**config.mk**
```make
export PLATFORM = sky130hd
export DESIGN_NAME = mmss_timer
export DESIGN_NICKNAME = d
export VERILOG_FILES = /design/src/rtl/mmss_timer.sv
export SDC_FILE = /design/constraint.sdc
export NUM_CORES = 1
export LEC_CHECK = 0
export CAP_MARGIN = 20
export CORE_UTILIZATION = 52
export CTS_BUF_LIST = sky130_fd_sc_hd__clkbuf_4 sky130_fd_sc_hd__clkbuf_8 sky130_fd_sc_hd__clkbuf_16
export CTS_CLUSTER_SIZE = 25
export DETAILED_ROUTE_END_ITERATION = 7
export MAX_ROUTING_LAYER = met4
export PLACE_DENSITY = 0.78
export SLEW_MARGIN = 15
export SYNTH_ARGS = -nofsm -noshare
export SYNTH_HDL_FRONTEND = slang
export SYNTH_SLANG_ARGS = --single-unit
```
**constraint.sdc**
```tcl
create_clock -name clk -period 5.35 [get_ports clk]
set_input_delay 0.535 -clock clk [delete_from_list [all_inputs] [get_ports clk]]
set_output_delay 0.535 -clock clk [all_outputs]
set_load 0.01 [all_outputs]
```
**src/rtl/mmss_timer.sv**
```systemverilog
// MM:SS timer with run/pause, up/down count, preset load and wrap/done status,
// driving four seven-segment digits combinationally from the binary time registers.
module mmss_timer #(
    parameter int unsigned CLK_HZ         = 50_000_000,
    parameter bit          SEG_ACTIVE_LOW = 1'b1
) (
    input  logic       clk,
    input  logic       reset,
    input  logic       run,
    input  logic       mode,
    input  logic       load,
    input  logic [5:0] load_min,
    input  logic [5:0] load_sec,
    output logic [6:0] hex0,
    output logic [6:0] hex1,
    output logic [6:0] hex2,
    output logic [6:0] hex3,
    output logic       tick,
    output logic       wrap,
    output logic       done
);

    localparam int unsigned PW = (CLK_HZ > 2) ? $clog2(CLK_HZ) : 1;
    localparam logic [PW-1:0] PS_MAX = PW'(CLK_HZ - 1);

    logic [PW-1:0] r_ps;
    logic [5:0]    r_sec;
    logic [5:0]    r_min;
    logic          r_tick;
    logic          r_wrap;
    logic          r_done;

    logic [PW-1:0] w_ps_d;
    logic [5:0]    w_sec_d;
    logic [5:0]    w_min_d;
    logic          w_wrap_d;
    logic          w_done_d;
    logic          w_ps_end;
    logic [5:0]    w_load_sec;
    logic [5:0]    w_load_min;

    assign w_ps_end   = run && (r_ps == PS_MAX);
    assign w_load_sec = (load_sec > 6'd59) ? 6'd59 : load_sec;
    assign w_load_min = (load_min > 6'd59) ? 6'd59 : load_min;

    always_comb begin
        w_ps_d   = r_ps;
        w_sec_d  = r_sec;
        w_min_d  = r_min;
        w_wrap_d = 1'b0;
        w_done_d = r_done;
        if (run) begin
            w_ps_d = w_ps_end ? '0 : r_ps + PW'(1);
        end
        // Load beats a coincident tick: its time, wrap and done effects are dropped.
        if (load) begin
            w_ps_d   = '0;
            w_sec_d  = w_load_sec;
            w_min_d  = w_load_min;
            w_done_d = 1'b0;
        end else if (w_ps_end) begin
            if (!mode) begin
                w_done_d = 1'b0;
                if (r_sec == 6'd59) begin
                    w_sec_d = 6'd0;
                    if (r_min == 6'd59) begin
                        w_min_d  = 6'd0;
                        w_wrap_d = 1'b1;
                    end else begin
                        w_min_d = r_min + 6'd1;
                    end
                end else begin
                    w_sec_d = r_sec + 6'd1;
                end
            end else if (r_sec != 6'd0 || r_min != 6'd0) begin
                if (r_sec == 6'd0) begin
                    w_sec_d = 6'd59;
                    w_min_d = r_min - 6'd1;
                end else begin
                    w_sec_d = r_sec - 6'd1;
                end
                if (r_min == 6'd0 && r_sec == 6'd1) begin
                    w_done_d = 1'b1;
                end
            end
        end
    end

    always_ff @(posedge clk or negedge reset) begin
        if (!reset) begin
            r_ps   <= '0;
            r_sec  <= 6'd0;
            r_min  <= 6'd0;
            r_tick <= 1'b0;
            r_wrap <= 1'b0;
            r_done <= 1'b0;
        end else begin
            r_ps   <= w_ps_d;
            r_sec  <= w_sec_d;
            r_min  <= w_min_d;
            r_tick <= w_ps_end;
            r_wrap <= w_wrap_d;
            r_done <= w_done_d;
        end
    end

    assign tick = r_tick;
    assign wrap = r_wrap;
    assign done = r_done;

    function automatic logic [6:0] seg7(input logic [5:0] d);
        logic [6:0] p;
        case (d)
            6'd0:    p = 7'b0111111;
            6'd1:    p = 7'b0000110;
            6'd2:    p = 7'b1011011;
            6'd3:    p = 7'b1001111;
            6'd4:    p = 7'b1100110;
            6'd5:    p = 7'b1101101;
            6'd6:    p = 7'b1111101;
            6'd7:    p = 7'b0000111;
            6'd8:    p = 7'b1111111;
            6'd9:    p = 7'b1101111;
            default: p = 7'b0000000;
        endcase
        return SEG_ACTIVE_LOW ? ~p : p;
    endfunction

    logic [5:0] w_sec_t;
    logic [5:0] w_sec_u;
    logic [5:0] w_min_t;
    logic [5:0] w_min_u;

    assign w_sec_t = r_sec / 6'd10;
    assign w_sec_u = r_sec - w_sec_t * 6'd10;
    assign w_min_t = r_min / 6'd10;
    assign w_min_u = r_min - w_min_t * 6'd10;

    assign hex0 = seg7(w_sec_u);
    assign hex1 = seg7(w_sec_t);
    assign hex2 = seg7(w_min_u);
    assign hex3 = seg7(w_min_t);

endmodule

```
==> results.md, run 1 <==
- Average size of a mapped cell: ~8.1 sq um
- Clock transition at path regs: 0.09 ns
- Startpoint class of the critical path: register
- Status: complete, no violations
- Hold Vio Cnt, Final: 0
- H-tree depth: 2
- Core ar.: 7410 sq um
- VDD IR-drop max: 270 uV
- Worst path required time: 4.82 ns
- Critical path class: register to primary output
- R2r setup slk: 2.61 ns
- Mapped cell area: 4080 sq um
- GPL Wtd Cong: 0.885
- Commonest non-fill, non-tap cell in the layout: ha_1
- I/O pins: 48
- Pin count of the biggest net entering global routing: 42
- CTS tree: built
- Syn nets: 569
- Initial core utilization: 55.1%
- FF+latch count, synth: between 40 and 50
- Setup Skew: 0.00603 ns
- Most frequent cells in the layout: ha_1 (46), nor2_1 (45), nand2_1 (42)
- Initial antenna violation count: 0
- Max_cap viols: 0
- EDFF count, synth: 0
- Die footprint: 8210 sq um
- Post-synth ARST share: 100%
- Period utilisation layout: a little over nine tenths
- Fmax achieved: 195 MHz
- Layout cells sized above 1: 9.73%
- Worst-Skew Late Latency: 0.30 ns
- Pwr dens: 484 nW/um^2
- Max_slew headroom: a little under two fifths
- GRT Resource Usage Total: 25.7%
- Seq/Total Area, Yosys: 25.1%
- Post-route ant nets: 0
- Synth Instances: 503
- Post-Route WL: around 10 mm
- Final Critical Period: ~5.1 ns
- Via count: 3,953
- Worst-Margin Slew: 0.936 ns
- Ant. Diodes: 0
- Drt pass-1 iters: 5
- Setup TNS: 0 ns
- # DRC: 0
- Yosys cell types: 64
- Die height: 90.6 microns
- Root Driver: clkbuf_8
- NumNets Final: 620
- Post-route insts no fill: between 600 and 700
- Worst min path class: input port to asynchronous set/reset pin
- Max-slew violation count: 0
- Area grow syn2layout: 20.8%
- Hold WS: 0.362 ns
- Avg WL per Cell: approximately 16 microns
- Critical path capture point type: primary output
- Number of CTS-inserted buffers: 5
- Top fanout value on the critical path: 6
- Global-route wire length before repair: 17.3 mm
- CTS max path bufs: 2
- Row count: 31
- Via density: 6.04
- Worst Path Arrival: 4.59 ns
- Finish-stage setup viols: 0
- Number of global-route vias before repair: 3,748
- # clock sinks: 41
- Placed cells: 640
- I/O Buffers: 47
- Lkg Pwr: ~2.1 nW
- Die X: 90.6 microns
- Drt initial violations: 238
- Top FF cell, synth: dfrtp_1
- Final HPWL DP: 7.41 mm
- Final global-route overflow total: 0
- Warnings, synthesis: 0
## critical path, stage by stage, from the launching register on
cell and delay, ns:
dfrtp_1 0.39, inv_2 0.13, ha_2 0.23, nand2b_1 0.16, a211oi_2 0.09, nor3_2 0.18
inv_1 0.12, ha_1 0.30, nor3b_2 0.21, o21ai_2 0.10, ha_1 0.28, inv_1 0.04
ha_1 0.34, nor2b_1 0.16, o21a_1 0.19, or3_1 0.41, a221oi_4 0.33, o21ai_0 0.14
clkdlybuf4s50_1 0.49
## kinds of logic (layout without fill, tap and decap cells)
group / after synthesis / count (layout) / share of synthesized area (%)
AND/OR/NAND/NOR: 194 / 194 / 24.5
AO/OA/AOI/OAI: 115 / 115 / 18.5
buffers and inverters: 55 / 107 / 5.24
adder cells (fa/ha/maj): 49 / 49 / 15.4
flip-flops: 41 / 41 / 25.1
XOR/XNOR: 34 / 34 / 7.29
multiplexers: 15 / 15 / 3.98
## routing by layer
metal | up-vias | global-route usage [%] | wire length (microns)
li1 | 1918 | - | -
met1 | 1883 | 33.4 | 4540
met2 | 132 | 42.3 | 5150
met3 | 20 | 3.45 | 515
met4 | 0 | 6.45 | 123
met5 | - | - | 0
## registers in the layout, indices dropped and copies added (netlist names)
signal and flops:
wrap 1, done 1, r_min 6, tick 1, r_ps 26, r_sec 6
## layout make-up
| class | instances | area [sq um] |
|---|---|---|
| Inverter | 35 | 134 |
| Fill cell | 629 | 2480 |
| Tap cell | 99 | 124 |
| Clock buffer | 5 | 68.8 |
| Timing Repair Buffer | 64 | 608 |
| Multi-Input combinational cell | 407 | 2950 |
| Clock inverter | 3 | 21.3 |
| Sequential cell | 41 | 1030 |
## synthesized netlist by cell type (3+ instances only)
| library cell | instances | share of area, % |
|---|---|---|
| ha_1 | 47 | 14 |
| nor2_1 | 46 | 4.2 |
| nand2_1 | 42 | 3.9 |
| dfrtp_1 | 41 | 25 |
| inv_1 | 34 | 3.1 |
| o21ai_0 | 30 | 3.7 |
| a21oi_1 | 25 | 3.1 |
| nand3_1 | 19 | 2.3 |
| xor2_1 | 18 | 3.9 |
| nand4_1 | 17 | 2.6 |
| xnor2_1 | 16 | 3.4 |
| clkbuf_1 | 12 | 1.1 |
| nor4_1 | 12 | 1.8 |
| mux2i_1 | 11 | 2.7 |
| nor3_1 | 11 | 1.3 |
| a22oi_1 | 8 | 1.5 |
| nor2b_1 | 7 | 1.1 |
| nor3b_1 | 7 | 1.3 |
| and2_1 | 6 | 0.92 |
| o22ai_1 | 6 | 0.92 |
| o21a_1 | 5 | 0.92 |
| or3_1 | 5 | 0.77 |
| a221oi_1 | 4 | 0.86 |
| and3_1 | 4 | 0.61 |
| buf_1 | 4 | 0.37 |
| buf_2 | 4 | 0.49 |
| o31ai_1 | 4 | 0.74 |
| or4_1 | 4 | 0.74 |
| a211oi_1 | 3 | 0.55 |
| a31oi_1 | 3 | 0.46 |
| nand2b_1 | 3 | 0.46 |
| o211ai_1 | 3 | 0.55 |
## path summary, 6_finish.rpt
check,startpoint,depth (start not counted),end
max,r_min[3],18,hex2[3]
min,reset,1,r_ps[10]
max reg2reg,r_ps[18],5,r_sec[2]
min reg2reg,r_ps[23],1,r_ps[23]
max in group asynchronous,reset,1,r_sec[3]
min in group clk,r_ps[23],1,r_ps[23]
## through the flow
stage / power (mW) / area (sq um) / worst slack [ns] / util (%)
3_3_place_gp: 1.95 / 4680 / -0.0247 / 63.1
5_1_grt: 2.59 / 4930 / -0.0210 / 66.6
6_report: 2.39 / 4930 / 0.226 / 66.6
3_5_place_dp: 2.00 / 4680 / -0.0967 / 63.1
4_1_cts: 2.29 / 4810 / 0.0595 / 65.0
2_1_floorplan: 1.42 / 4080 / 0.108 / -
## power breakdown
group          switching [mW]  total [mW]  internal [mW]  leakage [nW]
Sequential             0.0368       0.368          0.332         0.545
Clock                   0.125       0.217         0.0928        0.0445
Combinational           0.958        1.80          0.843          1.51
## what timing repair did
action	in CTS	in global routing
hold buffers	0	0
endpoints found under the setup margin	12	14
resized for setup	11	18
buffers inserted	0	6
pin swaps	0	4
Power figures use the tool's default switching activity.
==> run 2, diff against run 1 <==
- SLEW_MARGIN: 15 -> 10
==> results of run 2 <==
No change in the layout: final DEF, timing and power equal those of run 1.
==> run 3, diff against run 2 <==
- CTS_CLUSTER_DIAMETER: not set -> 60
==> results of run 3 <==
No change in the layout: final DEF, timing and power equal those of run 1.
